## src/rtl/load_store_unit.sv

```systemverilog
// Load/store sequencer between execute and a word-wide big-endian data memory.
// Performs read-modify-write for sub-word stores and an atomic RD/WR pair for swaps.
module load_store_unit #(
  parameter int ADDR_W = 32,
  parameter int TAG_W  = 5
) (
  input  logic              clk,
  input  logic              rst,
  input  logic              req_valid_i,
  output logic              req_ready_o,
  input  logic [1:0]        req_op_i,
  input  logic [1:0]        req_size_i,
  input  logic              req_signed_i,
  input  logic [ADDR_W-1:0] req_addr_i,
  input  logic [31:0]       req_wdata_i,
  input  logic [TAG_W-1:0]  req_tag_i,
  output logic [ADDR_W-1:0] mem_addr_o,
  output logic [31:0]       mem_din_o,
  output logic              mem_we_o,
  input  logic [31:0]       mem_dout_i,
  output logic              resp_valid_o,
  input  logic              resp_ready_i,
  output logic [31:0]       resp_data_o,
  output logic              resp_err_o,
  output logic [TAG_W-1:0]  resp_tag_o
);

  localparam logic [1:0] OP_LOAD  = 2'b00;
  localparam logic [1:0] OP_STORE = 2'b01;
  localparam logic [1:0] OP_SWAP  = 2'b10;
  localparam logic [1:0] SZ_BYTE  = 2'b00;
  localparam logic [1:0] SZ_HALF  = 2'b01;
  localparam logic [1:0] SZ_WORD  = 2'b10;

  typedef enum logic [1:0] {IDLE, RD, WR, RESP} state_t;

  state_t              state_q;
  logic [1:0]          op_q, size_q, off_q;
  logic                sgn_q;
  logic [31:0]         wdata_q, rbuf_q;
  logic [ADDR_W-1:0]   mem_addr_q;
  logic [31:0]         mem_din_q, resp_data_q;
  logic                mem_we_q, resp_valid_q, resp_err_q;
  logic [TAG_W-1:0]    resp_tag_q;
  logic [31:0]         ld_data_d, wr_data_d;

  function automatic logic req_is_err(input logic [1:0] op, input logic [1:0] size,
                                      input logic [1:0] off);
    return (op == 2'b11) || (size == 2'b11) || (op == OP_SWAP && size != SZ_WORD) ||
           (size == SZ_HALF && off[0]) || (size == SZ_WORD && off != 2'b00);
  endfunction

  // Big-endian lanes: offset 0 is the most significant byte.
  function automatic logic [31:0] load_extract(input logic [31:0] w, input logic [1:0] size,
                                               input logic [1:0] off, input logic sgn);
    logic [7:0]  b;
    logic [15:0] h;
    logic [31:0] r;
    case (off)
      2'd0:    b = w[31:24];
      2'd1:    b = w[23:16];
      2'd2:    b = w[15:8];
      default: b = w[7:0];
    endcase
    h = off[1] ? w[15:0] : w[31:16];
    case (size)
      SZ_BYTE: r = {{24{sgn & b[7]}}, b};
      SZ_HALF: r = {{16{sgn & h[15]}}, h};
      default: r = w;
    endcase
    return r;
  endfunction

  function automatic logic [31:0] store_merge(input logic [31:0] w, input logic [31:0] d,
                                              input logic [1:0] size, input logic [1:0] off);
    logic [31:0] r;
    r = w;
    case (size)
      SZ_BYTE: begin
        case (off)
          2'd0:    r[31:24] = d[7:0];
          2'd1:    r[23:16] = d[7:0];
          2'd2:    r[15:8]  = d[7:0];
          default: r[7:0]   = d[7:0];
        endcase
      end
      SZ_HALF: begin
        if (off[1]) r[15:0]  = d[15:0];
        else        r[31:16] = d[15:0];
      end
      default: r = d;
    endcase
    return r;
  endfunction

  assign ld_data_d = load_extract(mem_dout_i, size_q, off_q, sgn_q);
  assign wr_data_d = (op_q == OP_SWAP) ? wdata_q : store_merge(mem_dout_i, wdata_q, size_q, off_q);

  always_ff @(posedge clk or posedge rst) begin
    if (rst) begin
      state_q      <= IDLE;
      op_q         <= 2'b00;
      size_q       <= 2'b00;
      off_q        <= 2'b00;
      sgn_q        <= 1'b0;
      wdata_q      <= '0;
      rbuf_q       <= '0;
      mem_addr_q   <= '0;
      mem_din_q    <= '0;
      mem_we_q     <= 1'b0;
      resp_valid_q <= 1'b0;
      resp_err_q   <= 1'b0;
      resp_data_q  <= '0;
      resp_tag_q   <= '0;
    end else begin
      case (state_q)
        IDLE: begin
          if (req_valid_i) begin
            op_q        <= req_op_i;
            size_q      <= req_size_i;
            off_q       <= req_addr_i[1:0];
            sgn_q       <= req_signed_i;
            wdata_q     <= req_wdata_i;
            resp_tag_q  <= req_tag_i;
            resp_data_q <= '0;
            if (req_is_err(req_op_i, req_size_i, req_addr_i[1:0])) begin
              resp_err_q   <= 1'b1;
              resp_valid_q <= 1'b1;
              state_q      <= RESP;
            end else begin
              resp_err_q <= 1'b0;
              mem_addr_q <= {req_addr_i[ADDR_W-1:2], 2'b00};
              // Full-word stores need no read; go straight to the write cycle.
              if (req_op_i == OP_STORE && req_size_i == SZ_WORD) begin
                mem_din_q <= req_wdata_i;
                mem_we_q  <= 1'b1;
                state_q   <= WR;
              end else begin
                state_q <= RD;
              end
            end
          end
        end
        RD: begin
          rbuf_q <= mem_dout_i;
          if (op_q == OP_LOAD) begin
            resp_data_q  <= ld_data_d;
            resp_valid_q <= 1'b1;
            state_q      <= RESP;
          end else begin
            mem_din_q <= wr_data_d;
            mem_we_q  <= 1'b1;
            state_q   <= WR;
          end
        end
        WR: begin
          mem_we_q     <= 1'b0;
          resp_data_q  <= (op_q == OP_SWAP) ? rbuf_q : 32'd0;
          resp_valid_q <= 1'b1;
          state_q      <= RESP;
        end
        RESP: begin
          if (resp_ready_i) begin
            resp_valid_q <= 1'b0;
            state_q      <= IDLE;
          end
        end
        default: state_q <= IDLE;
      endcase
    end
  end

  assign req_ready_o  = (state_q == IDLE) && !rst;
  assign mem_addr_o   = mem_addr_q;
  assign mem_din_o    = mem_din_q;
  assign mem_we_o     = mem_we_q;
  assign resp_valid_o = resp_valid_q;
  assign resp_data_o  = resp_data_q;
  assign resp_err_o   = resp_err_q;
  assign resp_tag_o   = resp_tag_q;

endmodule

```

## config.mk

```make
export PLATFORM = sky130hd
export DESIGN_NAME = load_store_unit
export DESIGN_NICKNAME = d
export VERILOG_FILES = /design/src/rtl/load_store_unit.sv
export SDC_FILE = /design/constraint.sdc
export NUM_CORES = 1
export LEC_CHECK = 0
export CAP_MARGIN = 20
export CORE_MARGIN = 5
export CORE_UTILIZATION = 50
export CTS_CLUSTER_DIAMETER = 200
export DETAILED_ROUTE_END_ITERATION = 6
export MAX_ROUTING_LAYER = met4
export PLACE_DENSITY_LB_ADDON = 0.15
export SLEW_MARGIN = 40
export SYNTH_ARGS = -nofsm -noshare
export SYNTH_HDL_FRONTEND = slang
export SYNTH_SLANG_ARGS = --single-unit
```

## constraint.sdc

```tcl
create_clock -name clk -period 8.3 [get_ports clk]
set_clock_uncertainty 0.05 [all_clocks]
set_input_delay 2.075 -clock clk [delete_from_list [all_inputs] [get_ports clk]]
set_output_delay 2.075 -clock clk [all_outputs]
set_load 0.02 [all_outputs]
```

==> results.md, run 1 <==
* Async set-reset flop share out of synthesis at 100%
* Vias/cell at 6.19
* Post-CTS resize count at 0
* CTS sink cnt at 175
* Crit. End Element: output port
* Global-route wire length before repair at 42.2 mm
* Warnings, synthesis at 0
* Number of CTS-inserted buffers at 17
* Synth Area in Simple Gates at 8.47%
* Post-synth EDFFs at 0
* Pwr dens at 412 mW/mm2
* Reg2reg start: state_q[1]$_DFFE_PP0P_
* Post-synthesis sequential area ratio at 48.8%
* Req. time, crit path at 6.18 ns
* NumNets Final at 1086
* CP startpoint kind: input pin
* DR DRC count at 0
* Post-Synth XOR/XNOR Area at 0%
* Fin. max-slew vios at 0
* Post-CTS Hold Buffers at 0
* Routed via count at 7514
* Core Area at 0.0178 mm2
* Compound-Gate Fraction of Synth Area at 20.5%
* Routed Antenna Nets at 0
* Final Cycle Share at 65.4%
* Static leakage at 0.00484 uW
* Largest family of logic cells by synthesized area: compound AO/OA/AOI/OAI gates
* H-tree depth at 4
* Worst Tran Pin Value at 0.785 ns
* TritonCTS clock tree: built
* Outcome: finished, final reports clean
* Post-synth top flop: dfrtp_1
* Distinct cells, synth at 59
* Final worst slack at 2.87 ns
* Max Root-Sink Buffers at 2
* CP endpoint: req_ready_o
* DR iter-0 viols at 767
* Yosys reg bits at 175
* Final Non-Filler Cells at 1213
* Mapped Area at 0.00897 mm2
* # port buffers at 212
* Die Span Y at 144 um
* Crit Path Category: in2out
* Crit-path max FO at 2
* Synth Area in Adders at 0.837%
* RR Endpoint: resp_data_o[21]$_DFFE_PP0P_
* Initial antenna violation count at 1
* Post-Place Cell Area at 0.0112 mm2
* Skew-Pair Late Insertion Delay at 0.44 ns
* Chip width at 144 um
* Initial core utilization at 50.4%
* Routed Wire Length at 27.1 mm
* Mux share of post-synthesis cell area at 17.2%
* Pre-CTS setup slack at 2.86 ns
* Mapped Cells at 797
* Worst R2R Path Depth at 7
* Hold crit path type: reg2reg
* Root Buffer: clkbuf_16
* Slew headroom at 47.3%
* Fin area at 0.0118 mm2
* Max-cap violation count at 0
* FF-to-FF setup slack at 5.39 ns
* Maximum vdd drop at 0.236 mV
* Clock slew at reported path FFs at 0.07 ns
* Largest net degree at the start of global routing at 75
* Crit path from: rst
* WL per Instance at 22.3 um
* Hpwl dp at 18.6 mm
* Syn avg cell area at 11.2 um2
* Max Fclk at 0.184 GHz
* Total track usage at 27.1%
* I/O pin total at 215
* Setup-violating endpoint count in the final report at 0
* Routability cong. at 0.834
* Vias in the first global route at 7410
* Final setup TNS at 0 ns
* Area Growth Syn to Fin at 31.3%
* Unrepaired setup endpoints after global routing: no
* Cell total after placement at 1180
* Postcts setup bufs at 0
* Grt total ovfl at 0
* Fin crit period at 5.43 ns
* DRT Pass-1 Iters at 5
* Worst EP arrival at 3.30 ns
* Total Die Area at 0.0207 mm2
* Hold Vio Cnt, Final at 0
* Fraction of layout cells with a size suffix above 1 at 18.6%
* Std cell rows at 49
[worst max-delay path, stage by stage]
cell	delay (ns)
clkdlybuf4s50_1	0.49
nor2_1	0.13
clkdlybuf4s50_1	0.61
[registers in the layout, summed over array words and instances (netlist names)]
name	count
state_q	2
size_q	2
off_q	2
rbuf_q	32
resp_tag_o	5
op_q	2
sgn_q	1
resp_err_o	1
mem_din_o	32
mem_addr_o	30
wdata_q	32
resp_valid_o	1
resp_data_o	32
mem_we_o	1
[stage by stage]
| step | hold slack, ns | utilization (%) | power [uW] |
|---|---|---|---|
| floorplan | 0.416 | - | 3130 |
| global placement | 0.409 | 62.7 | 3990 |
| detailed placement | 0.415 | 62.8 | 4040 |
| CTS | 0.431 | 66.2 | 4850 |
| global route | 0.441 | 66.2 | 5140 |
| finish | 0.426 | 66.2 | 4850 |
[placed cells by master, fill, tap and decap left out, types with 8 or more instances in the layout]
cell type / netlist / final
clkdlybuf4s50_1: 0 / 212
dfrtp_1: 175 / 175
mux2_2: 116 / 116
a22oi_1: 44 / 44
o21ai_0: 39 / 38
a21oi_1: 36 / 36
nand2_1: 31 / 31
a211oi_1: 30 / 30
nor2_1: 25 / 24
nand2b_1: 22 / 21
mux2i_1: 20 / 20
clkbuf_16: 0 / 17
a221o_1: 16 / 16
and3_1: 16 / 16
inv_1: 12 / 11
buf_4: 2 / 11
nand4_1: 10 / 10
o31ai_1: 10 / 10
a31oi_1: 9 / 8
a2111oi_0: 8 / 8
o211ai_1: 8 / 8
o2111ai_1: 8 / 8
a311oi_1: 8 / 8
[area by class of cell]
class,instances,area [um2]
fillers,1408,6010
clock inverters,15,164
well taps,229,287
inverters,13,53.8
repair buffers,224,2220
diodes,1,2.50
multi-input cells,539,4240
clock buffers,17,425
flip-flops and latches,175,4380
[kinds of logic after synthesis]
family | count (synthesis)
flip-flops | 175
adder cells (fa/ha/maj) | 6
other | 1
AND/OR/NAND/NOR | 136
AO/OA/AOI/OAI | 257
multiplexers | 138
buffers and inverters | 84
[worst min path at each step]
| stage | cells past startpoint | startpoint | slack, ns | to |
|---|---|---|---|---|
| detailed placement | 1 | resp_data_o[12]$_DFFE_PP0P_ | 0.42 | resp_data_o[12]$_DFFE_PP0P_ |
| finish | 1 | resp_data_o[12]$_DFFE_PP0P_ | 0.43 | resp_data_o[12]$_DFFE_PP0P_ |
| CTS | 1 | resp_data_o[12]$_DFFE_PP0P_ | 0.43 | resp_data_o[12]$_DFFE_PP0P_ |
| global placement | 1 | resp_data_o[12]$_DFFE_PP0P_ | 0.41 | resp_data_o[12]$_DFFE_PP0P_ |
| global route | 1 | resp_data_o[10]$_DFFE_PP0P_ | 0.44 | resp_data_o[10]$_DFFE_PP0P_ |
| floorplan | 2 | rbuf_q[5]$_DFFE_PP0P_ | 0.42 | resp_data_o[5]$_DFFE_PP0P_ |
[Yosys cell counts, types with 6 or more instances]
cell,instances,share of area (%)
a2111oi_0,8,0.78
a211oi_1,30,2.5
a21o_1,6,0.50
a21oi_1,36,2.0
a221o_1,16,1.8
a22oi_1,44,3.7
a311oi_1,8,0.78
a31oi_1,9,0.63
and3_1,16,1.1
buf_1,11,0.46
buf_2,29,1.6
clkbuf_1,27,1.1
dfrtp_1,175,49
ha_1,6,0.84
inv_1,12,0.50
mux2_2,116,15
mux2i_1,20,2.2
nand2_1,31,1.3
nand2b_1,22,1.5
nand4_1,10,0.70
nor2_1,25,1.0
nor2b_1,7,0.49
o2111ai_1,8,0.78
o211ai_1,8,0.67
o21ai_0,39,2.2
o31ai_1,10,0.84
or3_1,7,0.49
[routing by layer]
| metal | GRT usage (%) | up-vias | part of all wire [%] |
|---|---|---|---|
| li1 | - | 3390 | - |
| met1 | 37.5 | 3755 | 43 |
| met2 | 39.6 | 334 | 47 |
| met3 | 7.39 | 35 | 8.5 |
| met4 | 6.99 | 0 | 1.9 |
| met5 | - | - | 0 |
[report_power, final]
part / switching, uW / internal [uW]
Clock: 395 / 405
Combinational: 1330 / 1140
Sequential: 319 / 1260
Note: power is estimated with default switching activity, not from simulation.
==> run 2, diff against run 1 <==
==> constraint.sdc (replaced) <==
create_clock -name clk -period 5.4 [get_ports clk]
set_clock_uncertainty 0.05 [all_clocks]
set_input_delay 1.35 -clock clk [delete_from_list [all_inputs] [get_ports clk]]
set_output_delay 1.35 -clock clk [all_outputs]
set_load 0.02 [all_outputs]
==> run 2 against run 1 <==
Net effect:
- core utilization is 0.53 points higher
- highest routed layer unchanged
- critical path depth unchanged
- via count grew 0.71%
==> results.md, run 2 (same netlist as run 1, synthesis figures left out) <==
* Outcome: finished, final reports clean
* Vias in the first global route at 7413
* Post-CTS Hold Buffers at 0
* Footprint of the multi-input gates at 0.00424 mm2
* Post-CTS resize count at 0
* Area Growth Syn to Fin at 32.3%
* Crit Path Category: in2out
* N_diodes at 0
* NumNets Final at 1088
* Core Area at 0.0178 mm2
* Clock slew at reported path FFs at 0.07 ns
* FF-to-FF setup slack at 2.73 ns
* WL per Instance at 22.3 um
* Worst EP arrival at 2.53 ns
* DR iter-0 viols at 672
* CP max-delay cell: clkdlybuf4s50_1
* Die Span Y at 144 um
* Crit. End Element: output port
* Final Non-Filler Cells at 1214
* Max-cap violation count at 0
* WHS Endpoint: resp_data_o[11]$_DFFE_PP0P_
* Commonest non-fill, non-tap cell in the layout: clkdlybuf4s50_1
* Max Root-Sink Buffers at 2
* Worst path max stage delay at 0.61 ns
* Largest net degree at the start of global routing at 91
* Reg2reg start: off_q[1]$_DFFE_PP0P_
* CTS sink cnt at 175
* Req. time, crit path at 4.00 ns
* Seq. cell area at 0.00438 mm2
* Fraction of layout cells with a size suffix above 1 at 18.7%
* Grt total ovfl at 0
* WHS Path Cells at 1
* Slew headroom at 47.3%
* I/O pin total at 215
* Fin. max-slew vios at 0
* Filler instances at 1378
* DR DRC count at 0
* Worst hold start: resp_data_o[11]$_DFFE_PP0P_
* Fin area at 0.0119 mm2
* Final setup TNS at 0 ns
* Vias/cell at 6.23
* Global-route wire length before repair at 41.6 mm
* Unrepaired setup endpoints after global routing: no
* Setup-violating endpoint count in the final report at 0
* Chip width at 144 um
* Most used cell, CP: clkdlybuf4s50_1
* Initial core utilization at 50.4%
* Static leakage at 0.00487 uW
* Root Buffer: clkbuf_16
* Final Power at 7590 uW
* DRT Pass-1 Iters at 6
* RR Endpoint: resp_data_o[13]$_DFFE_PP0P_
* Worst R2R Path Depth at 5
* Total track usage at 26.7%
* Most frequent cells in the layout: 212 x clkdlybuf4s50_1, 174 x dfrtp_1, 116 x mux2_2
* CP startpoint kind: input pin
* Initial antenna violation count at 0
* Worst Tran Pin Value at 0.790 ns
* Final Cycle Share at 72.9%
* Max Fclk at 0.254 GHz
* Hold Vio Cnt, Final at 0
* Crit-path max FO at 2
* Maximum vdd drop at 0.446 mV
* Routed via count at 7567
* # port buffers at 212
* Fin crit period at 3.93 ns
* H-tree depth at 4
* Buf+Inv Stages, Crit Path at 2
* Post-Place Cell Area at 0.0112 mm2
* Family with the most delay on the worst path: buffers and inverters
* Number of CTS-inserted buffers at 17
* Cell total after placement at 1182
* Skew-Pair Late Insertion Delay at 0.43 ns
* Postcts setup bufs at 0
* Crit-path cells: clkdlybuf4s50_1, nor2_1, clkdlybuf4s50_1
* Hold crit path type: reg2reg
* Routability cong. at 0.904
* Total Die Area at 0.0207 mm2
* Std cell rows at 49
* Pwr dens at 640 mW/mm2
* Hpwl dp at 18.8 mm
* TritonCTS clock tree: built
* Routed Wire Length at 27.1 mm
* Routed Antenna Nets at 0
run 2: layout make-up:
class,count,area share [%]
Clock buffer,19,3.73
Multi-Input combinational cell,539,35.7
Timing Repair Buffer,226,19.1
Inverter,13,0.443
Clock inverter,13,1.68
Tap cell,229,2.42
Sequential cell,175,36.9
run 2: worst max path at each step:
stage                     startpoint                         end  slack [ns]  cells after the start
after detailed placement         rst                 req_ready_o        1.47                      3
after global routing             rst                 req_ready_o        1.41                      3
after global placement           rst                 req_ready_o        1.46                      3
final                            rst                 req_ready_o        1.47                      3
after floorplan                  rst  mem_addr_o[10]$_DFFE_PP0P_        1.76                      1
after CTS                        rst                 req_ready_o        1.46                      3
run 2: through the flow:
stage               setup slack [ns]  utilization, %  hold slack (ns)
floorplan                       1.76               -            0.416
finish                          1.47            66.7            0.430
CTS                             1.46            66.7            0.437
detailed placement              1.47            63.1            0.421
global route                    1.41            66.7            0.457
global placement                1.46            62.9            0.409
run 2: power breakdown:
| group | switching (uW) | internal, uW |
|---|---|---|
| logic | 1990 | 1760 |
| registers | 551 | 1940 |
| clock network | 550 | 799 |
run 2: per-layer routing:
layer | track usage [%] | part of all wire, % | vias to the layer above | wire, um
li1 | - | - | 3383 | -
met1 | 36.7 | 42 | 3772 | 11300
met2 | 39.2 | 46 | 364 | 12600
met3 | 7.09 | 9.0 | 48 | 2430
met4 | 7.53 | 2.8 | 0 | 756
met5 | - | 0 | - | 0
==> run 3, diff against run 2 <==
--- a/config.mk
+++ b/config.mk
@@ -7,7 +7,7 @@
 export LEC_CHECK = 0
 export CAP_MARGIN = 20
 export CORE_MARGIN = 5
-export CORE_UTILIZATION = 50
+export CORE_UTILIZATION = 45
 export CTS_CLUSTER_DIAMETER = 200
 export DETAILED_ROUTE_END_ITERATION = 6
 export MAX_ROUTING_LAYER = met4
==> constraint.sdc (replaced) <==
create_clock -name clk -period 3.2 [get_ports clk]
set_clock_uncertainty 0.05 [all_clocks]
set_input_delay 0.8 -clock clk [delete_from_list [all_inputs] [get_ports clk]]
set_output_delay 0.8 -clock clk [all_outputs]
set_load 0.02 [all_outputs]
==> run 3 against run 2 <==
Net effect:
- power up 68%
- final cell count up 4.0%
- combinational power up 75%
- sequential power up 62%
- worst hold slack worse by 0.0052 ns
- setup slack worse by 1.3 ns
- clock power up 61%
- wire length up 1.0%
- global-route usage down 1.6 points
- non-clock buffer count up 14
- core utilization down 5.4 points
- register-to-register slack worse by 2.0 ns
- largest cell class unchanged
==> results.md, run 3 (same netlist as run 1, synthesis figures left out) <==
* Outcome: finished, final reports clean
* CP max-delay cell: clkdlybuf4s50_1
* Initial core utilization at 45.9%
* Filler instances at 1661
* Chip width at 151 um
* Worst EP arrival at 2.14 ns
* H-tree depth at 4
* Final Power at 12800 uW
* Slew headroom at 53.4%
* Crit path from: state_q[1]$_DFFE_PP0P_
* Post-CTS resize count at 0
* Fin crit period at 2.99 ns
* Std cell rows at 51
* Crit-path cells: inv_1, ha_1, inv_1, nor2_1, clkdlybuf4s50_1
* Max-cap violation count at 0
* Fin. max-slew vios at 0
* Root Buffer: clkbuf_16
* Hold crit path type: reg2reg
* N_diodes at 0
* Most frequent cells in the layout: 212 x clkdlybuf4s50_1, 175 x dfrtp_1, 116 x mux2_2
* Routed Wire Length at 27.4 mm
* Postcts setup bufs at 0
* Worst path max stage delay at 0.61 ns
* Hpwl dp at 19.5 mm
* Seq. cell area at 0.00438 mm2
* Vias/cell at 5.87
* WL per Instance at 21.7 um
* Die Span Y at 151 um
* TritonCTS clock tree: built
* Commonest non-fill, non-tap cell in the layout: clkdlybuf4s50_1
* # port buffers at 212
* DR iter-0 viols at 693
* Crit Path Category: reg2out
* NumNets Final at 1102
* Pwr dens at 1070 mW/mm2
* Largest net degree at the start of global routing at 80
* Core Area at 0.0195 mm2
* Maximum vdd drop at 0.518 mV
* Reg2reg start: state_q[1]$_DFFE_PP0P_
* Hold Vio Cnt, Final at 0
* Number of CTS-inserted buffers at 17
* Family with the most delay on the worst path: buffers and inverters
* Vias in the first global route at 7663
* Setup-violating endpoint count in the final report at 0
* Post-CTS Hold Buffers at 0
* Worst hold start: resp_data_o[10]$_DFFE_PP0P_
* Routability cong. at 0.915
* Most used cell, CP: inv_1
* Initial antenna violation count at 0
* Hold_ws at 0.425 ns
* Req. time, crit path at 2.35 ns
* Final Cycle Share at 93.5%
* Fraction of layout cells with a size suffix above 1 at 19.5%
* Max Root-Sink Buffers at 2
* Routed via count at 7418
* Static leakage at 0.00493 uW
* CTS sink cnt at 175
* Crit. End Element: output port
* Unrepaired setup endpoints after global routing: no
* Area Growth Syn to Fin at 33.6%
* Final setup TNS at 0 ns
* Clock slew at reported path FFs at 0.07 ns
* Max Fclk at 0.334 GHz
* DRT Pass-1 Iters at 5
* Routed Antenna Nets at 0
* Global-route wire length before repair at 43.2 mm
* DR DRC count at 0
* Total Die Area at 0.0228 mm2
* Skew-Pair Late Insertion Delay at 0.43 ns
* Core Util, Final at 61.4%
* Buf+Inv Stages, Crit Path at 3
* CP startpoint kind: register
* I/O pin total at 215
* Footprint of the multi-input gates at 0.00423 mm2
* Total track usage at 25.1%
* Worst Tran Pin Value at 0.699 ns
* Grt total ovfl at 0
* Crit-path max FO at 7
## run 3: routing by layer
metal,share of wire [%],track usage [%]
met5,0,-
met4,1.8,6.17
met3,7.4,6.13
met2,46,37.8
met1,44,34.5
## run 3: final cells by class
cell class / count / share of cell area, %
sequential: 175 / 36.5
tap: 265 / 2.77
multi-input combinational: 539 / 35.3
inverter: 13 / 0.439
clock inverter: 14 / 1.51
timing repair buffer: 240 / 19.9
clock buffer: 17 / 3.55
## run 3: metrics by stage
step / worst slack [ns] / std cells / instance area [um2]
final: 0.208 / 1263 / 12000
after global routing: 0.0599 / 1263 / 12000
after CTS: 0.171 / 1263 / 12000
after detailed placement: 0.230 / 1232 / 11400
after global placement: 0.288 / 1232 / 11400
after floorplan: 0.111 / 798 / 8970
## run 3: path summary, 6_finish.rpt
path,end,cells past startpoint,slack [ns]
min in group asynchronous,mem_addr_o[13]$_DFFE_PP0P_,2,0.71
max in group asynchronous,off_q[0]$_DFFE_PP0P_,3,1.62
max,req_ready_o,5,0.21
min reg2reg,resp_data_o[10]$_DFFE_PP0P_,1,0.43
min,resp_data_o[10]$_DFFE_PP0P_,1,0.43
max reg2reg,mem_din_o[17]$_DFFE_PP0P_,6,0.73
## run 3: where the power goes
part	internal (uW)	leakage (uW)	switching, uW
sequential	3280	0.00215	765
combinational	3030	0.00249	3520
clock	1240	0.000289	924
total	7550	0.00493	5210
==> patch 1: new RTL, config.mk and constraints of run 3 <==
Re-encode `state_t` (4 states) as Gray code, 2 bits wide.
--- a/src/rtl/load_store_unit.sv
+++ b/src/rtl/load_store_unit.sv
@@ -32,7 +32,7 @@
   localparam logic [1:0] SZ_HALF  = 2'b01;
   localparam logic [1:0] SZ_WORD  = 2'b10;
 
-  typedef enum logic [1:0] {IDLE, RD, WR, RESP} state_t;
+  typedef enum logic [1:0] {IDLE = 2'b00, RD = 2'b01, WR = 2'b11, RESP = 2'b10} state_t;
 
   state_t              state_q;
   logic [1:0]          op_q, size_q, off_q;
Function: no difference found for any inputs over 4 cycles, from zero or initial values and one cycle with rst high; so few cycles prove little.
==> patch 1 against run 3 <==
  * The flow now finishes with violations (design-rule violations)
  * Sequential cell count is the same
  * Routed wire length decreased by 10%
  * Register-to-register slack gained 20 ps
  * Highest routed layer unchanged
  * Combinational power shrank 30%
  * Count of clock-buffer cells in the layout grew 2
  * Critical path type is now in -> out
  * Final area shrank 6.8%
  * Sequential share of layout area is 2.6 points higher
  * Total power is 16% lower
  * Global-route usage shrank 1.2 points
  * Synthesized area fell by 8.2%
  * Setup slack better by 96 ps
==> patch 1: results (changes against run 3) <==
- Critical path fanouts, max: 2 (-5)
- Mux cell area share after synthesis: 14.1% (-3.0 points)
- Multi-Input Combinational: 476 (-12%)
- Combinational share of power: 42.7% (-8.7 points)
- DRT iter0 DRCs: 682 (-1.6%)
- Slew HR: 52.2% (-1.2 points)
- Seq pwr share: 37.5% (+5.8 points)
- Antenna violations before repair: 2 (+2)
- Total number of vias: 6781 (-8.6%)
- Peak VDD IR: 0.564 mV (+8.9%)
- Sw frac: 37.9% (-3.0 points)
- WHS Endpoint: mem_din_o[8]
- Hold path cells: 2 (+1)
- DRC: 1 (+1)
- Core Util, Final: 62.2% (+0.83 points)
- Synth Area in Adders: 0% (-0.84 points)
- Buffers, non-clock: 232 (-3.3%)
- CP arrival: 2050 ps (-90 ps)
- Drt total wl: 24500 um (-10%)
- Vias in the first global route: 7055 (-7.9%)
- Status: finished, violations left
- Layout clock buffer count: 19 (+2)
- Static leakage: 4.78 nW (-3.1%)
- Hold_sp: mem_din_o[8]
- GRT Total Usage: 23.9% (-1.2 points)
- Reg2Reg Depth: 4 (-2)
- Synth area leaders: dfrtp_1 (53%), mux2_2 (13%), nand2_1 (4.3%)
- DP HPWL: 18000 um (-7.7%)
- Final GP Congestion: 0.876 (-4.3%)
- Worst Setup Slack, final: 304 ps (+96.0 ps)
- Slowest Stage Delay on Critical Path: 640 ps (+30 ps)
- Compound-gate portion of the synthesized area: 15.8% (-4.6 points)
- Distinct cell type count after synthesis: 51 (-14%)
- NumNets Final: 1028 (-6.7%)
- Reg2reg end: mem_din_o[27]
- Fillcell total: 1418 (-15%)
- Clock network share of area: 5.41% (+0.34 points)
- Critical path launch point: rst
- Area occupied by multi-input gates: 0.00351 mm^2 (-17%)
- Post-Place Worst Slack: 101 ps (-128 ps)
- Die Width: 145 um (-3.9%)
- Combinational group power: 4.59 mW (-30%)
- Antenna cell count: 2 (+2)
- Data buffer area share: 20.8% (+0.90 points)
- Root Driver: clkbuf_16
- Top cells by count, synth: dfrtp_1 (175), mux2_2 (94), nand2_1 (94), nor2_1 (49), clkbuf_1 (28)
- Layout cells sized above 1: 17.2% (-2.4 points)
- Violated checks: design-rule violations
- Global-route wire length before repair: 39500 um (-8.4%)
[patch 1: changes by cell type after synthesis, moves of 16 or more]
cell / change
a221oi_1: +20
a211oi_1: -30
o21ai_0: -20
mux2_2: -22
a21oi_1: -22
nor3b_1: +23
a22oi_1: -37
a222oi_1: +16
nor2_1: +24
nand2_1: +63
[patch 1: metrics by stage]
step	hold WS [ps]	instances
detailed placement	418	1128
global placement	408	1128
floorplan	401	728
global route	463	1162
CTS	436	1160
finish	435	1162
[patch 1: per-layer routing]
| layer | vias up | part of all wire (%) | global-route usage (%) | wire, um |
|---|---|---|---|---|
| met5 | - | 0 | - | 0 |
| met4 | 0 | 2.7 | 8.49 | 652 |
| met3 | 49 | 8.0 | 6.92 | 1960 |
| met2 | 272 | 46 | 35.1 | 11400 |
| met1 | 3385 | 43 | 31.8 | 10500 |
| li1 | 3075 | - | - | - |
[patch 1: tightest hold or removal path, stage by stage, from the launching register on]
cell and delay, ps:
dfrtp_1 350, nand2_1 50, o31ai_1 50
==> patch 2: new RTL, settings of run 3 <==
Without the edit above. The parameter `ADDR_W` goes from 32 to 64.
--- a/src/rtl/load_store_unit.sv
+++ b/src/rtl/load_store_unit.sv
@@ -1,7 +1,7 @@
 // Load/store sequencer between execute and a word-wide big-endian data memory.
 // Performs read-modify-write for sub-word stores and an atomic RD/WR pair for swaps.
 module load_store_unit #(
-  parameter int ADDR_W = 32,
+  parameter int ADDR_W = 64,
   parameter int TAG_W  = 5
 ) (
   input  logic              clk,
Interface: changed (resized mem_addr_o and req_addr_i); port bits go from 215 to 279. No check against the original RTL was run, so the function may have changed too.
==> patch 2 against run 3 <==
  * Total power up 13%
  * Setup slack lost 14 ps
  * Final area rose by 15%
  * Count of clock-buffer cells in the layout increased by 15
  * Maximum frequency is 0.45% lower
  * Synthesized area rose by 9.6%
  * Sequential cell count is 32 higher
  * Non-clock buffer count up 64
  * Routed wire length is 14% higher
  * Largest power group unchanged
==> patch 2: results (changes against run 3) <==
- Slew HR: 45.6% (-7.8 points)
- Largest net degree at the start of global routing: 68 (-15%)
- Cts bufs inserted: 23 (+6)
- Peak VDD IR: 0.634 mV (+22%)
- Final ANT Viol Nets: 0 (unchanged)
- Port-buffer cells: 276 (+30%)
- Status: finished, final reports clean
- Critical path fanouts, max: 6 (-1)
- CTS Buffer Depth: 3 (+1)
- CP arrival: 2160 ps (+20 ps)
- # Post-CTS Setup Buffers: 0 (unchanged)
- NumNets Final: 1247 (+13%)
- Vias in the first global route: 8543 (+11%)
- DRT iter0 DRCs: 546 (-21%)
- Static leakage: 5.69 nW (+16%)
- Sequential fraction of the synthesis area: 52.7% (+3.9 points)
- DR vias/cell: 5.74 (-2.2%)
- YS warnings: 0 (unchanged)
- Reg2Reg Depth: 6 (unchanged)
- Fraction of registers with async set/reset: 100% (unchanged)
- Distinct cell type count after synthesis: 60 (+1.7%)
- Reg2reg end: mem_din_o[11]
- GRT Total Usage: 25.4% (+0.33 points)
- CTS H-tree lvls: 1 (-3)
- Final GP Congestion: 0.924 (+1.0%)
- Synth Area in Adders: 0.764% (-0.073 points)
- Layout cells sized above 1: 22.2% (+2.7 points)
- CTS resizes: 0 (unchanged)
- Compound-gate portion of the synthesized area: 14.6% (-5.9 points)
- Mux cell area share after synthesis: 18.5% (+1.3 points)
- CP Launch Type: flip-flop
- Worst skew pair latency: 520 ps (+90 ps)
- Hold Path Class: reg -> reg
- DP HPWL: 22400 um (+15%)
- Global-route wire length before repair: 48100 um (+11%)
- Root Driver: clkbuf_16
- Synth area leaders: dfrtp_1 (53%), mux2_2 (16%), mux2i_1 (2.3%)
- Worst R2R Setup Slack: 530 ps (-200 ps)
- Clock Pin Slew Worst Setup and Hold Paths: around 60 ps
- Synth Area in XOR/XNOR: 0% (unchanged)
- Top cells by count, synth: dfrtp_1 (207), mux2_2 (139), a21oi_1 (44), clkbuf_1 (40), nand3_1 (40)
- Drt total wl: 31100 um (+14%)
## patch 2: routing by layer
layer  up-vias  wire, um  track usage (%)
li1       3644         -                -
met1      3996     13000             33.1
met2       323     14700             39.8
met3        47      2690             6.70
met4         0       716             6.72
met5         -         0                -
## patch 2: cells by family after synthesis
logic type,after synthesis
other,1
DFF,207
buffers and inverters,71
adders and majority gates,6
and+or+nand+nor,187
AOI/OAI and AO/OA,196
muxes,163
## patch 2: worst max-delay path, cell delays in order, from the launching register on
cell             delay (ps)
dfrtp_1                 410
inv_1                   140
ha_1                    260
inv_1                   120
nor2_1                  110
clkdlybuf4s50_1         610
## patch 2: worst min path at each step
stage | cells past startpoint | slack [ps] | end | start
floorplan | 2 | 430 | resp_data_o[10] | rbuf_q[10]
global placement | 2 | 420 | resp_err_o | resp_err_o
detailed placement | 2 | 430 | resp_err_o | resp_err_o
CTS | 2 | 440 | resp_data_o[13] | resp_data_o[13]
global route | 1 | 470 | wdata_q[23] | wdata_q[23]
finish | 2 | 440 | resp_err_o | resp_err_o
## patch 2: final cells by class
type,instances,area [um^2]
timing repair buffer,304,3020
fill,1740,7940
sequential,207,5180
inverter,9,37.5
clock inverter,9,128
clock buffer,32,659
multi-input combinational,554,4370
tap,280,350
## patch 2: report_power, final
part           leakage [nW]  internal (mW)  switching [mW]
clock                 0.391           1.68            1.08
combinational          2.78           3.31            3.63
sequential             2.52           3.86           0.920
## patch 2: stage by stage
stage / setup slack, ps / std cells / area [um^2]
floorplan: -336 / 832 / 9830
global placement: 102 / 1354 / 13000
detailed placement: 257 / 1354 / 13000
CTS: 163 / 1395 / 13800
global route: 64.4 / 1395 / 13800
finish: 194 / 1395 / 13800
